[src/rtl/mem_access_sequencer_pkg.sv]
// Shared state type, load-type encodings and size/alignment helpers for mem_access_sequencer.
package mem_access_sequencer_pkg;

  localparam logic [2:0] BYTE_MASK  = 3'b001;
  localparam logic [2:0] HWORD_MASK = 3'b011;
  localparam logic [2:0] WORD_MASK  = 3'b111;

  typedef enum logic [2:0] {
    IDLE,
    ACCESS,
    COLLECT,
    RESP,
    FAULT
  } seq_state_t;

  // Unknown encodings are treated as full words so they never split into partial lanes.
  function automatic logic [2:0] size_of(input logic [2:0] load_type);
    case (load_type)
      BYTE_MASK:  size_of = 3'd1;
      HWORD_MASK: size_of = 3'd2;
      WORD_MASK:  size_of = 3'd4;
      default:    size_of = 3'd4;
    endcase
  endfunction

  function automatic logic misaligned(input logic [1:0] addr_lo, input logic [2:0] load_type);
    case (size_of(load_type))
      3'd2:    misaligned = addr_lo[0];
      3'd4:    misaligned = |addr_lo;
      default: misaligned = 1'b0;
    endcase
  endfunction

endpackage

[src/rtl/mem_access_sequencer_if.sv]
// Request/response and data-memory signal bundle; slave = sequencer side, master = pipeline/memory side.
// misalign_fault is present only when MISALIGN_TRAP_EN is defined.
interface mem_access_sequencer_if #(
  parameter int ADDR_W = 32,
  parameter int TAG_W  = 5
);
  logic              req_valid;
  logic              req_ready;
  logic              req_read;
  logic              req_write;
  logic [ADDR_W-1:0] req_addr;
  logic [31:0]       req_wdata;
  logic [2:0]        req_load_type;
  logic              req_sign_extend;
  logic [TAG_W-1:0]  req_tag;

  logic              rsp_valid;
  logic [31:0]       rsp_data;
  logic [TAG_W-1:0]  rsp_tag;
`ifdef MISALIGN_TRAP_EN
  logic              misalign_fault;
`endif

  logic              mem_read;
  logic              mem_write;
  logic [31:0]       mem_long_addr;
  logic [31:0]       mem_write_value;
  logic [2:0]        mem_load_type;
  logic              mem_sign_extend;
  logic [31:0]       mem_read_value;

  modport slave (
    input  req_valid, req_read, req_write, req_addr, req_wdata, req_load_type,
           req_sign_extend, req_tag, mem_read_value,
    output req_ready, rsp_valid, rsp_data, rsp_tag,
`ifdef MISALIGN_TRAP_EN
           misalign_fault,
`endif
           mem_read, mem_write, mem_long_addr, mem_write_value, mem_load_type, mem_sign_extend
  );

  modport master (
    output req_valid, req_read, req_write, req_addr, req_wdata, req_load_type,
           req_sign_extend, req_tag, mem_read_value,
    input  req_ready, rsp_valid, rsp_data, rsp_tag,
`ifdef MISALIGN_TRAP_EN
           misalign_fault,
`endif
           mem_read, mem_write, mem_long_addr, mem_write_value, mem_load_type, mem_sign_extend
  );

endinterface

[src/rtl/mem_access_sequencer_load_assembler.sv]
// Combinational merge of the low i_size byte lanes with sign/zero fill above them; no state, no backpressure.
module mem_access_sequencer_load_assembler #(
  parameter int MAX_BYTES = 4
) (
  input  logic [MAX_BYTES-1:0][7:0]     i_lanes,
  input  logic [$clog2(MAX_BYTES):0]    i_size,
  input  logic                          i_sign_ext,
  output logic [8*MAX_BYTES-1:0]        o_data
);

  logic w_msb;

  always_comb begin
    w_msb  = 1'b0;
    o_data = '0;
    for (int b = 0; b < MAX_BYTES; b++) begin
      if (b < int'(i_size)) begin
        o_data[8*b +: 8] = i_lanes[b];
        w_msb            = i_lanes[b][7];
      end else begin
        o_data[8*b +: 8] = {8{i_sign_ext & w_msb}};
      end
    end
  end

endmodule

[src/rtl/mem_access_sequencer.sv]
// Serialises one load/store at a time into data_memory_top; aligned load responds 3 cycles after accept, split k-byte load k+2.
// req_ready is high only in IDLE (no overlap). MISALIGN_TRAP_EN: misaligned requests fault instead of splitting.
module mem_access_sequencer
  import mem_access_sequencer_pkg::*;
#(
  parameter int ADDR_W = 32,
  parameter int TAG_W  = 5
) (
  input logic                   clock,
  input logic                   reset_n,
  mem_access_sequencer_if.slave bus
);

  seq_state_t r_state;
  seq_state_t w_state_nxt;

  logic              r_is_load;
  logic              r_aligned;
  logic [ADDR_W-1:0] r_addr;
  logic [31:0]       r_wdata;
  logic [2:0]        r_load_type;
  logic              r_sign_ext;
  logic [TAG_W-1:0]  r_tag;
  logic [2:0]        r_idx;
  logic [2:0]        r_n;
  logic [3:0][7:0]   r_lanes;
  logic [31:0]       r_rsp_data;
  logic [TAG_W-1:0]  r_rsp_tag;

  logic              w_accept;
  logic              w_valid_op;
  logic              w_req_mis;
  logic [1:0]        w_prev_lane;
  logic [1:0]        w_cur_lane;
  logic [3:0][7:0]   w_lanes;
  logic [31:0]       w_asm_data;
  logic [31:0]       w_collect_data;

  logic              w_mem_read;
  logic              w_mem_write;
  logic [ADDR_W-1:0] w_mem_addr;
  logic [31:0]       w_mem_wval;
  logic [2:0]        w_mem_lt;
  logic              w_mem_se;

  assign w_accept    = (r_state == IDLE) && bus.req_valid;
  assign w_valid_op  = bus.req_read ^ bus.req_write;
  assign w_req_mis   = misaligned(bus.req_addr[1:0], bus.req_load_type);
  assign w_prev_lane = 2'(r_idx - 3'd1);
  assign w_cur_lane  = r_idx[1:0];

  always_ff @(posedge clock or negedge reset_n) begin
    if (!reset_n) begin
      r_state <= IDLE;
    end else begin
      r_state <= w_state_nxt;
    end
  end

  always_comb begin
    w_state_nxt = r_state;
    unique case (r_state)
      IDLE: begin
        if (w_accept && w_valid_op) begin
`ifdef MISALIGN_TRAP_EN
          w_state_nxt = w_req_mis ? FAULT : ACCESS;
`else
          w_state_nxt = ACCESS;
`endif
        end
      end
      ACCESS: begin
        if (r_idx == r_n - 3'd1) begin
          w_state_nxt = r_is_load ? COLLECT : IDLE;
        end
      end
      COLLECT: w_state_nxt = RESP;
      RESP:    w_state_nxt = IDLE;
      FAULT:   w_state_nxt = IDLE;
      default: w_state_nxt = IDLE;
    endcase
  end

  // Memory controls decode from latched request state; everything is zero outside ACCESS.
  always_comb begin
    w_mem_read  = 1'b0;
    w_mem_write = 1'b0;
    w_mem_addr  = '0;
    w_mem_wval  = 32'h0;
    w_mem_lt    = 3'b000;
    w_mem_se    = 1'b0;
    if (r_state == ACCESS) begin
      w_mem_read  = r_is_load;
      w_mem_write = !r_is_load;
      if (r_aligned) begin
        w_mem_addr = r_addr;
        w_mem_wval = r_wdata;
        w_mem_lt   = r_load_type;
        w_mem_se   = r_sign_ext;
      end else begin
        w_mem_addr = r_addr + ADDR_W'(r_idx);
        w_mem_wval = {24'h0, r_wdata[{w_cur_lane, 3'b000} +: 8]};
        w_mem_lt   = BYTE_MASK;
      end
    end
  end

  always_ff @(posedge clock or negedge reset_n) begin
    if (!reset_n) begin
      r_is_load   <= 1'b0;
      r_aligned   <= 1'b0;
      r_addr      <= '0;
      r_wdata     <= 32'h0;
      r_load_type <= 3'b000;
      r_sign_ext  <= 1'b0;
      r_tag       <= '0;
      r_idx       <= 3'd0;
      r_n         <= 3'd0;
      r_lanes     <= '0;
      r_rsp_data  <= 32'h0;
      r_rsp_tag   <= '0;
    end else begin
      if (w_accept) begin
        r_is_load   <= bus.req_read;
        r_aligned   <= !w_req_mis;
        r_addr      <= bus.req_addr;
        r_wdata     <= bus.req_wdata;
        r_load_type <= bus.req_load_type;
        r_sign_ext  <= bus.req_sign_extend;
        r_tag       <= bus.req_tag;
        r_idx       <= 3'd0;
        r_n         <= w_req_mis ? size_of(bus.req_load_type) : 3'd1;
      end else if (r_state == ACCESS) begin
        r_idx <= r_idx + 3'd1;
        // Read data trails the strobe by one cycle, so this is the previous element's byte.
        if (r_is_load && r_idx != 3'd0) begin
          r_lanes[w_prev_lane] <= bus.mem_read_value[7:0];
        end
      end
      if (r_state == COLLECT) begin
        r_rsp_data <= w_collect_data;
        r_rsp_tag  <= r_tag;
      end
`ifdef MISALIGN_TRAP_EN
      if (w_accept && w_valid_op && w_req_mis) begin
        r_rsp_tag <= bus.req_tag;
      end
`endif
    end
  end

  always_comb begin
    w_lanes              = r_lanes;
    w_lanes[w_prev_lane] = bus.mem_read_value[7:0];
  end

  mem_access_sequencer_load_assembler #(
    .MAX_BYTES(4)
  ) u_load_assembler (
    .i_lanes   (w_lanes),
    .i_size    (r_n),
    .i_sign_ext(r_sign_ext),
    .o_data    (w_asm_data)
  );

  assign w_collect_data = r_aligned ? bus.mem_read_value : w_asm_data;

  assign bus.req_ready       = (r_state == IDLE);
  assign bus.rsp_valid       = (r_state == RESP);
  assign bus.rsp_data        = r_rsp_data;
  assign bus.rsp_tag         = r_rsp_tag;
`ifdef MISALIGN_TRAP_EN
  assign bus.misalign_fault  = (r_state == FAULT);
`endif
  assign bus.mem_read        = w_mem_read;
  assign bus.mem_write       = w_mem_write;
  assign bus.mem_long_addr   = 32'(w_mem_addr);
  assign bus.mem_write_value = w_mem_wval;
  assign bus.mem_load_type   = w_mem_lt;
  assign bus.mem_sign_extend = w_mem_se;

endmodule

[src/flat_wrapper.sv]
// flat-port wrapper written by rule: the top's interface ports become plain ports
module mem_access_sequencer_flat import mem_access_sequencer_pkg::*;
#(
  parameter int ADDR_W = 32,
  parameter int TAG_W  = 5
)
  (clock, reset_n, bus_req_valid, bus_req_read, bus_req_write, bus_req_addr, bus_req_wdata, bus_req_load_type, bus_req_sign_extend, bus_req_tag, bus_mem_read_value, bus_req_ready, bus_rsp_valid, bus_rsp_data, bus_rsp_tag, bus_mem_read, bus_mem_write, bus_mem_long_addr, bus_mem_write_value, bus_mem_load_type, bus_mem_sign_extend);
  mem_access_sequencer_if #(.ADDR_W(ADDR_W), .TAG_W(TAG_W)) bus_i ();
  input logic clock;
  input logic reset_n;
  input wire logic [$bits(bus_i.req_valid)-1:0] bus_req_valid;
  input wire logic [$bits(bus_i.req_read)-1:0] bus_req_read;
  input wire logic [$bits(bus_i.req_write)-1:0] bus_req_write;
  input wire logic [$bits(bus_i.req_addr)-1:0] bus_req_addr;
  input wire logic [$bits(bus_i.req_wdata)-1:0] bus_req_wdata;
  input wire logic [$bits(bus_i.req_load_type)-1:0] bus_req_load_type;
  input wire logic [$bits(bus_i.req_sign_extend)-1:0] bus_req_sign_extend;
  input wire logic [$bits(bus_i.req_tag)-1:0] bus_req_tag;
  input wire logic [$bits(bus_i.mem_read_value)-1:0] bus_mem_read_value;
  output wire logic [$bits(bus_i.req_ready)-1:0] bus_req_ready;
  output wire logic [$bits(bus_i.rsp_valid)-1:0] bus_rsp_valid;
  output wire logic [$bits(bus_i.rsp_data)-1:0] bus_rsp_data;
  output wire logic [$bits(bus_i.rsp_tag)-1:0] bus_rsp_tag;
  output wire logic [$bits(bus_i.mem_read)-1:0] bus_mem_read;
  output wire logic [$bits(bus_i.mem_write)-1:0] bus_mem_write;
  output wire logic [$bits(bus_i.mem_long_addr)-1:0] bus_mem_long_addr;
  output wire logic [$bits(bus_i.mem_write_value)-1:0] bus_mem_write_value;
  output wire logic [$bits(bus_i.mem_load_type)-1:0] bus_mem_load_type;
  output wire logic [$bits(bus_i.mem_sign_extend)-1:0] bus_mem_sign_extend;
  assign bus_i.req_valid = bus_req_valid;
  assign bus_i.req_read = bus_req_read;
  assign bus_i.req_write = bus_req_write;
  assign bus_i.req_addr = bus_req_addr;
  assign bus_i.req_wdata = bus_req_wdata;
  assign bus_i.req_load_type = bus_req_load_type;
  assign bus_i.req_sign_extend = bus_req_sign_extend;
  assign bus_i.req_tag = bus_req_tag;
  assign bus_i.mem_read_value = bus_mem_read_value;
  assign bus_req_ready = bus_i.req_ready;
  assign bus_rsp_valid = bus_i.rsp_valid;
  assign bus_rsp_data = bus_i.rsp_data;
  assign bus_rsp_tag = bus_i.rsp_tag;
  assign bus_mem_read = bus_i.mem_read;
  assign bus_mem_write = bus_i.mem_write;
  assign bus_mem_long_addr = bus_i.mem_long_addr;
  assign bus_mem_write_value = bus_i.mem_write_value;
  assign bus_mem_load_type = bus_i.mem_load_type;
  assign bus_mem_sign_extend = bus_i.mem_sign_extend;
  mem_access_sequencer #(.ADDR_W(ADDR_W), .TAG_W(TAG_W)) u_core (.clock(clock), .reset_n(reset_n), .bus(bus_i));
endmodule
[config.mk]
export PLATFORM = sky130hd
export DESIGN_NAME = mem_access_sequencer_flat
export DESIGN_NICKNAME = d
export VERILOG_FILES = /design/src/rtl/mem_access_sequencer_pkg.sv /design/src/rtl/mem_access_sequencer_if.sv /design/src/rtl/mem_access_sequencer_load_assembler.sv /design/src/rtl/mem_access_sequencer.sv /design/src/flat_wrapper.sv
export SDC_FILE = /design/constraint.sdc
export NUM_CORES = 1
export LEC_CHECK = 0
export ABC_AREA = 1
export BUFFER_PORTS_ARGS = -buffer_cell sky130_fd_sc_hd__clkbuf_2
export CELL_PAD_IN_SITES_DETAIL_PLACEMENT = 1
export CELL_PAD_IN_SITES_GLOBAL_PLACEMENT = 1
export CORE_MARGIN = 2
export CORE_UTILIZATION = 42
export CTS_BUF_LIST = sky130_fd_sc_hd__clkbuf_4
export DETAILED_ROUTE_END_ITERATION = 7
export PLACE_DENSITY = 0.94
export SLEW_MARGIN = 20
export SYNTH_ARGS = -nofsm -noshare
export SYNTH_HDL_FRONTEND = slang
export SYNTH_SLANG_ARGS = --single-unit
[constraint.sdc]
create_clock -name clock -period 4.7 [get_ports clock]
set_input_delay 0.705 -clock clock [delete_from_list [all_inputs] [get_ports clock]]
set_output_delay 0.705 -clock clock [all_outputs]
set_load 0.02 [all_outputs]
==> flow_summary.toml, run 1 <==
[clock_network]
cts_sinks = 152
post_cts_buffers = 0
hold_buffers = 0
cts.path.max_buffers = 2
htreeDepth = 4
clk_latency_ps = 580
cts_tree = "done"
ctsResizeCount = 0
cts-root-buf = "clkbuf_4"
path_clk_slew_ps = 140
numCtsBuffers = 17

[critical_path]
crit_path_top_delay_cell = "dfrtp_1"
path_cells = "ha_1 > fa_1 > nand2_1 > nand2_1 > nand3_2 > nor2_4 > o21ai_0 > a21oi_1 > clkbuf_2"
cpMostUsedCell = "nand2_1"
crit_fanout = 25
start_kind = "flop"
end_kind = "output port"
cp.required_ps = 3990
arrival_ps = 3190
reg2reg_slack_ps = 1790
path_class = "flop to output port"
slowest_delay_ps = 840
setup.worst_path.start = "u_core.r_idx[0]$_DFFE_PN0P_"
regToRegStartpoint = "u_core.r_idx[0]$_DFFE_PN0P_"

[final_layout]
postLayoutCoreUtil_pct = 50.78
fill_cells = 2638
drive_above_1_share_pct = 20.28
final_cell_mix = "nand2_1, clkbuf_2, dfrtp_1, nor2_1, o21ai_0"
multiInputGateArea_sq_um = 3926
area_delta_synth_final_pct = 19.05
final_common_cell = "nand2_1"
seq_area_sq_um = 3805
final_nets = 1475

[logic_synthesis]
syn-cell-area_sq_um = 8274
synth-simple-area-share_pct = 29.70
synth-edff-count = 0
yosysWarnings = 0
synth_top_family_by_area = "simple AND/OR/NAND/NOR gates"
synth-compound-area-share_pct = 14.52
synthAdderAreaFrac_pct = 1.905
seq_area_frac_synth_pct = 45.97
synthArstFlopShare_pct = 100.0
synth_area_per_cell_sq_um = 7.133
syn-num-nets = 1282
synth_cells = 1160
ys_seq_elements = 152
yosys-mux-area-fraction_pct = 0
synth_xor_area_share_pct = 1.270
synth_cell_type_count = 37
ys.flop_type = "dfrtp_1"

[global_routing]
grt_pass1_wl_um = 45730
met3_usage_pct = 6.026
use_met2_pct = 49.51
grt_overflow = 0
busiest_layer = "met2"
grt_pass1_vias = 9082
grt_max_degree = 105
grt_use_total_pct = 28.12
antenna_found_initial = 1
grt_use_met1_pct = 34.18

[place]
port_buffers = 218
dp_slack_ps = 1468
place.gp.congestion = 0.8348
dp_hpwl_um = 20990

[power]
total_power_w = 0.006837
power-per-cell-area_nw_per_um2 = 694.1
cellLeakagePower_nw = 5.106
peakVddDrop_v = 0.0002629

[sta]
skew_ps = 23.27
grt_setup_unrepaired = "false"
period_share_pct = 82.79
setup_tns_ps = 0
fmaxAchievable_ghz = 0.2570
fin_crit_ps = 3891
timing_hold_violations_final = 0
maxSlewViolCount = 0
worstMarginPinSlew_ps = 1041
slew_headroom_pct = 30.36
fin_ws_ps = 808.8
setup_viol = 0

[routing]
wl_um = 28700
drt-initial-drc-count = 457
dr.pass1.iters = 5
antenna_left = 0
wl_per_cell_um = 17.59
viasPerCell = 5.297
dr_total_vias = 8644
drc = 0

[floorplan]
row_count = 51
die_area_sq_um = 20840
core_area_sq_um = 19400
die_h_um = 144.4
ioPinCount = 219
die_x_um = 144.4
initial_utilization_pct = 42.65

[flow_run]
maxCapViolCount = 0

[min_path]
min_path_type = "input port to async pin"

[outcome]
status = "complete, no violations"
[path summary, 6_finish.rpt]
kind                                                        to  cells after the start
max in group asynchronous        u_core.r_wdata[7]$_DFFE_PN0P_                      2
min reg2reg                  u_core.bus.rsp_tag[2]$_DFFE_PN0P_                      2
max                                      bus_mem_long_addr[10]                      9
min                              u_core.r_lanes[0]$_DFFE_PN0P_                      1
min in group clock               u_core.r_addr[22]$_DFFE_PN0P_                      3
max reg2reg                u_core.bus.rsp_data[29]$_DFFE_PN0P_                     11
[synthesized netlist by cell type, types with 2 or more instances]
library cell | instances | area [sq um]
a21oi_1 | 84 | 420.4
and3_1 | 3 | 18.77
buf_1 | 3 | 11.26
buf_2 | 19 | 95.09
clkbuf_1 | 30 | 112.6
dfrtp_1 | 152 | 3804
ha_1 | 11 | 137.6
inv_1 | 79 | 296.5
inv_2 | 4 | 15.01
nand2_1 | 443 | 1663
nand2_2 | 2 | 12.51
nand3_1 | 12 | 60.06
nand3b_1 | 4 | 30.03
nand4_1 | 10 | 62.56
nor2_1 | 130 | 488.0
nor2_2 | 3 | 18.77
nor2_4 | 3 | 33.78
nor3_1 | 3 | 15.01
o21a_1 | 2 | 15.01
o21ai_0 | 129 | 645.6
o221ai_1 | 7 | 61.31
o22ai_1 | 2 | 12.51
xnor2_1 | 4 | 35.03
xor2_1 | 8 | 70.07
[power by group]
| part | internal (W) | total (W) | switching (W) |
|---|---|---|---|
| combinational | 0.00104 | 0.00354 | 0.00250 |
| sequential | 0.00190 | 0.00240 | 0.000502 |
| clock | 0.000370 | 0.000896 | 0.000526 |
[state kept, by name, summed over array words and instances (netlist names)]
register / cells
u_core.r_wdata: 32
u_core.r_aligned: 1
u_core.r_n: 3
u_core.r_tag: 5
u_core.bus.rsp_tag: 5
u_core.r_sign_ext: 1
u_core.r_load_type: 3
u_core.r_addr: 32
u_core.r_state: 2
u_core.r_idx: 3
u_core.bus.rsp_data: 32
u_core.r_lanes: 32
u_core.r_is_load: 1
[through the flow]
step | cells | hold slack, ps | cell area, sq um
floorplan | 1160 | 409.4 | 8274
global placement | 1599 | 452.3 | 9547
detailed placement | 1599 | 463.2 | 9547
CTS | 1631 | 262.8 | 9848
global route | 1632 | 263.7 | 9851
finish | 1632 | 243.6 | 9851
[routing by layer]
layer  share of wire, %  vias to the layer above  routed length, um
met5                  0                        -                  0
met4                2.3                        0                668
met3                6.3                       58               1797
met2                 50                      300              14390
met1                 41                     4208              11840
li1                   -                     4078                  -
[critical path: cells and delay by family (launching register included)]
family | cells | cell delay [ps]
compound gates | 2 | 390
fa+ha+maj | 2 | 550
buf+inv | 1 | 210
flops | 1 | 840
simple gates | 4 | 630
[cells by family (layout without fill, tap and decap cells)]
kind of cell / count (synthesis) / after routing
flops: 152 / 152
other cells: 0 / 1
fa+ha+maj: 12 / 12
compound gates: 229 / 229
buf+inv: 137 / 343
simple gates: 618 / 618
xor+xnor: 12 / 12
[layout make-up]
| class | instances | share of cell area (%) |
|---|---|---|
| timing repair buffer | 228 | 11.90 |
| antenna | 1 | 0.02540 |
| multi-input combinational | 871 | 39.86 |
| clock buffer | 17 | 1.296 |
| clock inverter | 15 | 1.766 |
| inverter | 83 | 3.163 |
| tap | 265 | 3.366 |
| sequential | 152 | 38.63 |
Note: power is estimated with default switching activity, not from simulation.
==> run 2, diff against run 1 <==
--- a/config.mk
+++ b/config.mk
@@ -10,10 +10,10 @@
 export CELL_PAD_IN_SITES_DETAIL_PLACEMENT = 1
 export CELL_PAD_IN_SITES_GLOBAL_PLACEMENT = 1
 export CORE_MARGIN = 2
-export CORE_UTILIZATION = 42
+export CORE_UTILIZATION = 39
 export CTS_BUF_LIST = sky130_fd_sc_hd__clkbuf_4
 export DETAILED_ROUTE_END_ITERATION = 7
-export PLACE_DENSITY = 0.94
+export PLACE_DENSITY = 0.88
 export SLEW_MARGIN = 20
 export SYNTH_ARGS = -nofsm -noshare
 export SYNTH_HDL_FRONTEND = slang
==> constraint.sdc (replaced) <==
create_clock -name clock -period 3.9 [get_ports clock]
set_input_delay 0.585 -clock clock [delete_from_list [all_inputs] [get_ports clock]]
set_output_delay 0.585 -clock clock [all_outputs]
set_load 0.02 [all_outputs]
==> flow_summary.toml, run 2 (synthesized netlist as in run 1, its figures left out) <==
[outcome]
status = "complete, no violations"

[floorplan]
ioPinCount = 219
die_x_um = 149.7
core_area_sq_um = 20890
initial_utilization_pct = 39.61
die_h_um = 149.7
row_count = 53
die_area_sq_um = 22400

[sta]
worstMarginPinSlew_ps = 913.3
setup_viol = 0
slew_headroom_pct = 39.11
timing_hold_violations_final = 0
timing.hold.ws_ps = 56.45
fin_ws_ps = 717.4
fmaxAchievable_ghz = 0.3142
period_share_pct = 81.61
grt_setup_unrepaired = "false"
fin_crit_ps = 3183
maxSlewViolCount = 0
skew_ps = 21.90
setup_tns_ps = 0

[critical_path]
crit_fanout = 9
cp.required_ps = 3310
slowest_delay_ps = 500
path_class = "flop to output port"
reg2reg_slack_ps = 1230
cpMostUsedCell = "nand2_1"
path_depth = 10
cp_top_family = "simple AND/OR/NAND/NOR gates"
crit_path_top_delay_cell = "dfrtp_1"
path_cells = "ha_1 > nand2_1 > nand2_1 > nand4_4 > nor2_4 > nand2_1 > nor2_1 > nand2_1 > a21oi_1 > clkbuf_2"
reg2regPathDepth = 12
start_kind = "flop"
cp_num_buf_inv = 1
end_kind = "output port"
arrival_ps = 2600

[routing]
viasPerCell = 5.170
wl_met1_um = 12050
top_layer = "met4"
wl_per_cell_um = 16.72
antenna_left = 0
dr.pass1.iters = 5
drt-initial-drc-count = 385
wl_um = 27490
drc = 0
wl_met3_um = 1655
dr_total_vias = 8500
wl_met2_um = 13310

[clock_network]
numCtsBuffers = 17
path_clk_slew_ps = 120
cts.path.max_buffers = 2
hold_buffers = 0
cts_sinks = 152
post_cts_buffers = 0
cts-root-buf = "clkbuf_4"
ctsResizeCount = 0
clk_latency_ps = 590
cts_tree = "done"
htreeDepth = 4

[power]
peakVddDrop_v = 0.0002971
power-per-cell-area_nw_per_um2 = 817.0
cellLeakagePower_nw = 5.100

[place]
dp_slack_ps = 1181
place.gp.congestion = 0.8253
dp_hpwl_um = 19810
port_buffers = 218
place_inst = 1612

[final_layout]
final_cell_mix = "nand2_1, clkbuf_2, dfrtp_1, nor2_1, o21ai_0"
final_common_cell = "nand2_1"
final_nets = 1478
area_delta_synth_final_pct = 18.81
drive_above_1_share_pct = 20.54
instances_no_fill = 1644
fill_cells = 2800

[global_routing]
antenna_found_initial = 1
grt_use_total_pct = 25.18
grt_max_degree = 92
grt_pass1_wl_um = 44450
grt_pass1_vias = 8659
grt_overflow = 0

[min_path]
min_path_type = "input port to async pin"

[flow_run]
maxCapViolCount = 0
## run 2: cell count changes in the layout (fill, tap and decap cells not counted), sizes merged
cell	previous run	this run
clkbuf	234	236
buf	11	14
bufinv	3	1
inv	87	85
clkinv	6	7
## run 2: layout make-up
cell class / count / area (sq um) / share of cell area (%)
inverters: 83 / 311.5 / 3.169
repair buffers: 231 / 1195 / 12.15
diodes: 1 / 2.502 / 0.02546
well taps: 275 / 344.1 / 3.500
multi-input cells: 871 / 3926 / 39.94
flip-flops and latches: 152 / 3805 / 38.70
clock inverters: 12 / 103.9 / 1.056
clock buffers: 19 / 142.6 / 1.451
## run 2: power breakdown
group,switching (W),total [W],leakage (nW),internal (W)
combinational,0.00296,0.00423,3.09,0.00126
clock,0.000603,0.000928,0.136,0.000325
sequential,0.000590,0.00288,1.87,0.00228
## run 2: per-layer routing
metal	global-route usage [%]	vias to the layer above
met5	0	-
met4	7.075	0
met3	5.213	33
met2	42.75	236
met1	32.64	4153
li1	-	4078
## run 2: per-stage QoR
stage	cell area, sq um	power (W)	utilization [%]
global placement	9582	0.006959	45.87
floorplan	8274	0.005631	-
CTS	9828	0.008082	47.05
detailed placement	9582	0.007131	45.87
global route	9831	0.008722	47.06
finish	9831	0.008031	47.06
## run 2: path summary, 6_finish.rpt
check	from	to
setup reg to reg	u_core.r_idx[1]$_DFFE_PN0P_	u_core.bus.rsp_data[26]$_DFFE_PN0P_
max in group asynchronous	reset_n	u_core.r_addr[6]$_DFFE_PN0P_
setup / recovery	u_core.r_idx[1]$_DFFE_PN0P_	bus_mem_long_addr[15]
hold / removal	reset_n	u_core.bus.rsp_data[4]$_DFFE_PN0P_
hold reg to reg	u_core.r_tag[2]$_DFFE_PN0P_	u_core.bus.rsp_tag[2]$_DFFE_PN0P_
min in group clock	bus_req_addr[12]	u_core.r_addr[12]$_DFFE_PN0P_
==> run 3, diff against run 2 <==
--- a/config.mk
+++ b/config.mk
@@ -5,15 +5,15 @@
 export SDC_FILE = /design/constraint.sdc
 export NUM_CORES = 1
 export LEC_CHECK = 0
-export ABC_AREA = 1
+export ABC_AREA = 0
 export BUFFER_PORTS_ARGS = -buffer_cell sky130_fd_sc_hd__clkbuf_2
 export CELL_PAD_IN_SITES_DETAIL_PLACEMENT = 1
 export CELL_PAD_IN_SITES_GLOBAL_PLACEMENT = 1
 export CORE_MARGIN = 2
-export CORE_UTILIZATION = 39
+export CORE_UTILIZATION = 40
 export CTS_BUF_LIST = sky130_fd_sc_hd__clkbuf_4
 export DETAILED_ROUTE_END_ITERATION = 7
-export PLACE_DENSITY = 0.88
+export PLACE_DENSITY = 0.87
 export SLEW_MARGIN = 20
 export SYNTH_ARGS = -nofsm -noshare
 export SYNTH_HDL_FRONTEND = slang
==> constraint.sdc (replaced) <==
create_clock -name clock -period 3 [get_ports clock]
set_input_delay 0.45 -clock clock [delete_from_list [all_inputs] [get_ports clock]]
set_output_delay 0.45 -clock clock [all_outputs]
set_load 0.02 [all_outputs]
==> flow_summary.toml, run 3 <==
[global_routing]
grt_pass1_vias = 7424
grt_pass1_wl_um = 39100
grt_overflow = 0
grt_use_total_pct = 24.30
grt_max_degree = 60
antenna_found_initial = 1

[logic_synthesis]
ys.flop_type = "dfrtp_1"
synth_top_area_share_pct = 48.39
synth_cell_type_count = 46
yosysWarnings = 0
seq_area_frac_synth_pct = 48.39
ys_seq_elements = 152
synthTopCellsByCount = "nand2_1, dfrtp_1, mux2_2"
synth_top_cell_by_area = "dfrtp_1"
synth_area_leaders = "dfrtp_1, nand2_1, mux2_2"
synth_area_per_cell_sq_um = 8.922
synthArstFlopShare_pct = 100.0
syn-num-nets = 1003
syn-cell-area_sq_um = 7860
yosysMostFrequentCell = "nand2_1"
synth-edff-count = 0
synth_cells = 881

[final_layout]
drive_above_1_share_pct = 35.00
multiInputGateArea_sq_um = 3973
area_delta_synth_final_pct = 25.80
final_common_cell = "nand2_1"
final_cell_mix = "nand2_1, clkbuf_2, dfrtp_1, mux2_2, o21ai_0"
final_nets = 1229
seq_area_sq_um = 3817
fill_cells = 2375

[min_path]
worstHoldEndpoint = "u_core.r_addr[8]$_DFFE_PN0P_"
min_path_cells = 3
holdCritStartpoint = "bus_req_addr[8]"
min_path_type = "input port to flop"

[critical_path]
end_kind = "output port"
crit_fanout = 7
regToRegStartpoint = "u_core.r_idx[0]$_DFFE_PN0P_"
start_kind = "flop"
rr_endpoint = "u_core.bus.rsp_data[29]$_DFFE_PN0P_"
arrival_ps = 2690
path_class = "flop to output port"
cp.required_ps = 2550
reg2reg_slack_ps = 210
reg2regPathDepth = 8

[place]
dp_hpwl_um = 17850
place.gp.congestion = 0.8169
dp_slack_ps = 307.0
port_buffers = 218

[clock_network]
path_clk_slew_ps = 140
cts.path.max_buffers = 2
numCtsBuffers = 17
htreeDepth = 4
cts_sinks = 152
cts-root-buf = "clkbuf_4"
clk_latency_ps = 580
cts_tree = "done"

[floorplan]
die_h_um = 144.2
core_area_sq_um = 19400
row_count = 51
die_x_um = 144.2
die_area_sq_um = 20790
ioPinCount = 219
initial_utilization_pct = 40.52

[sta]
maxSlewViolCount = 0
grt_setup_unrepaired = "true"
setup_viol = 5
timing_hold_violations_final = 0
period_share_pct = 104.6
fin_crit_ps = 3138
worstMarginPinSlew_ps = 1075
slew_headroom_pct = 28.30
skew_ps = 20.36
fin_ws_ps = -137.6
fmaxAchievable_ghz = 0.3187
setup_tns_ps = -225.0

[outcome]
violations = "setup timing"
status = "finished, violations left"

[routing]
antenna_left = 0
drt-initial-drc-count = 332
wl_um = 25990
dr.pass1.iters = 4
drc = 0
viasPerCell = 5.270
dr_total_vias = 7304
wl_per_cell_um = 18.75

[flow_run]
maxCapViolCount = 0

[power]
peakVddDrop_v = 0.0005012
power-per-cell-area_nw_per_um2 = 1107
cellLeakagePower_nw = 4.977
[run 3: timing repair]
item,CTS,global route
pin swaps,5,10
gates resized for setup,15,38
buffers inserted,10,9
cloned,0,0
setup endpoints to repair,28,27
endpoints found under the hold margin,42,0
hold buffers,1,0
[run 3: logic make-up (layout without fill, tap and decap cells)]
kind of cell / Yosys count / count (layout) / share of synthesized area, %
mux: 67 / 67 / 9.551
xor+xnor: 30 / 30 / 3.343
flops: 152 / 152 / 48.39
fa+ha+maj: 12 / 12 / 2.006
buf+inv: 58 / 297 / 2.770
other cells: 0 / 1 / 0
compound gates: 126 / 126 / 9.519
simple gates: 436 / 436 / 24.42
[run 3: through the flow]
step	utilization, %	instances	total power, W	hold WS, ps	instance area [sq um]
after detailed placement	47.87	1333	0.009208	413.4	9286
after floorplan	-	881	0.007282	154.4	7860
final	50.97	1386	0.01094	46.15	9888
after global placement	47.87	1333	0.008956	409.2	9286
after CTS	50.04	1376	0.01069	12.65	9707
after global routing	50.97	1386	0.01171	6.497	9888
[run 3: worst max-delay path by stage]
stage                     cells after the start  slack (ps)                         from                    end
after floorplan                               7         500  u_core.r_idx[0]$_DFFE_PN0P_  bus_mem_long_addr[30]
after global placement                        7         410  u_core.r_idx[1]$_DFFE_PN0P_  bus_mem_long_addr[15]
after detailed placement                      7         310  u_core.r_idx[1]$_DFFE_PN0P_  bus_mem_long_addr[17]
after CTS                                     7         -50  u_core.r_idx[1]$_DFFE_PN0P_  bus_mem_long_addr[17]
after global routing                          9        -210  u_core.r_idx[1]$_DFFE_PN0P_   bus_mem_long_addr[9]
final                                         9        -140  u_core.r_idx[1]$_DFFE_PN0P_   bus_mem_long_addr[9]
[run 3: cell type report]
type / count / share of cell area [%]
diodes: 1 / 0.02531
clock buffers: 20 / 1.518
clock inverters: 12 / 1.291
inverters: 10 / 0.3796
multi-input cells: 671 / 40.17
flip-flops and latches: 152 / 38.61
well taps: 265 / 3.353
repair buffers: 255 / 14.65
[run 3: report_power, final]
group	switching (W)	internal, W
sequential	0.000853	0.00305
combinational	0.00354	0.00220
clock	0.000784	0.000519
total	0.00517	0.00577
[run 3: worst max-delay path, cell delays in order, from the launching register on]
cell and delay, ps:
dfrtp_2 500, ha_4 280, a211oi_4 280, buf_4 180
nor3_4 40, buf_6 140, and3_2 220, xnor2_1 130
nor2_1 160, buf_4 170
[run 3: layer usage]
layer  up-vias  GRT usage [%]  routed length, um
met1      3635          29.90              10810
met3        40          5.596               1314
met2       205          42.71              13310
met4         0          7.052                554
met5         -              0                  0
li1       3424              -                  -
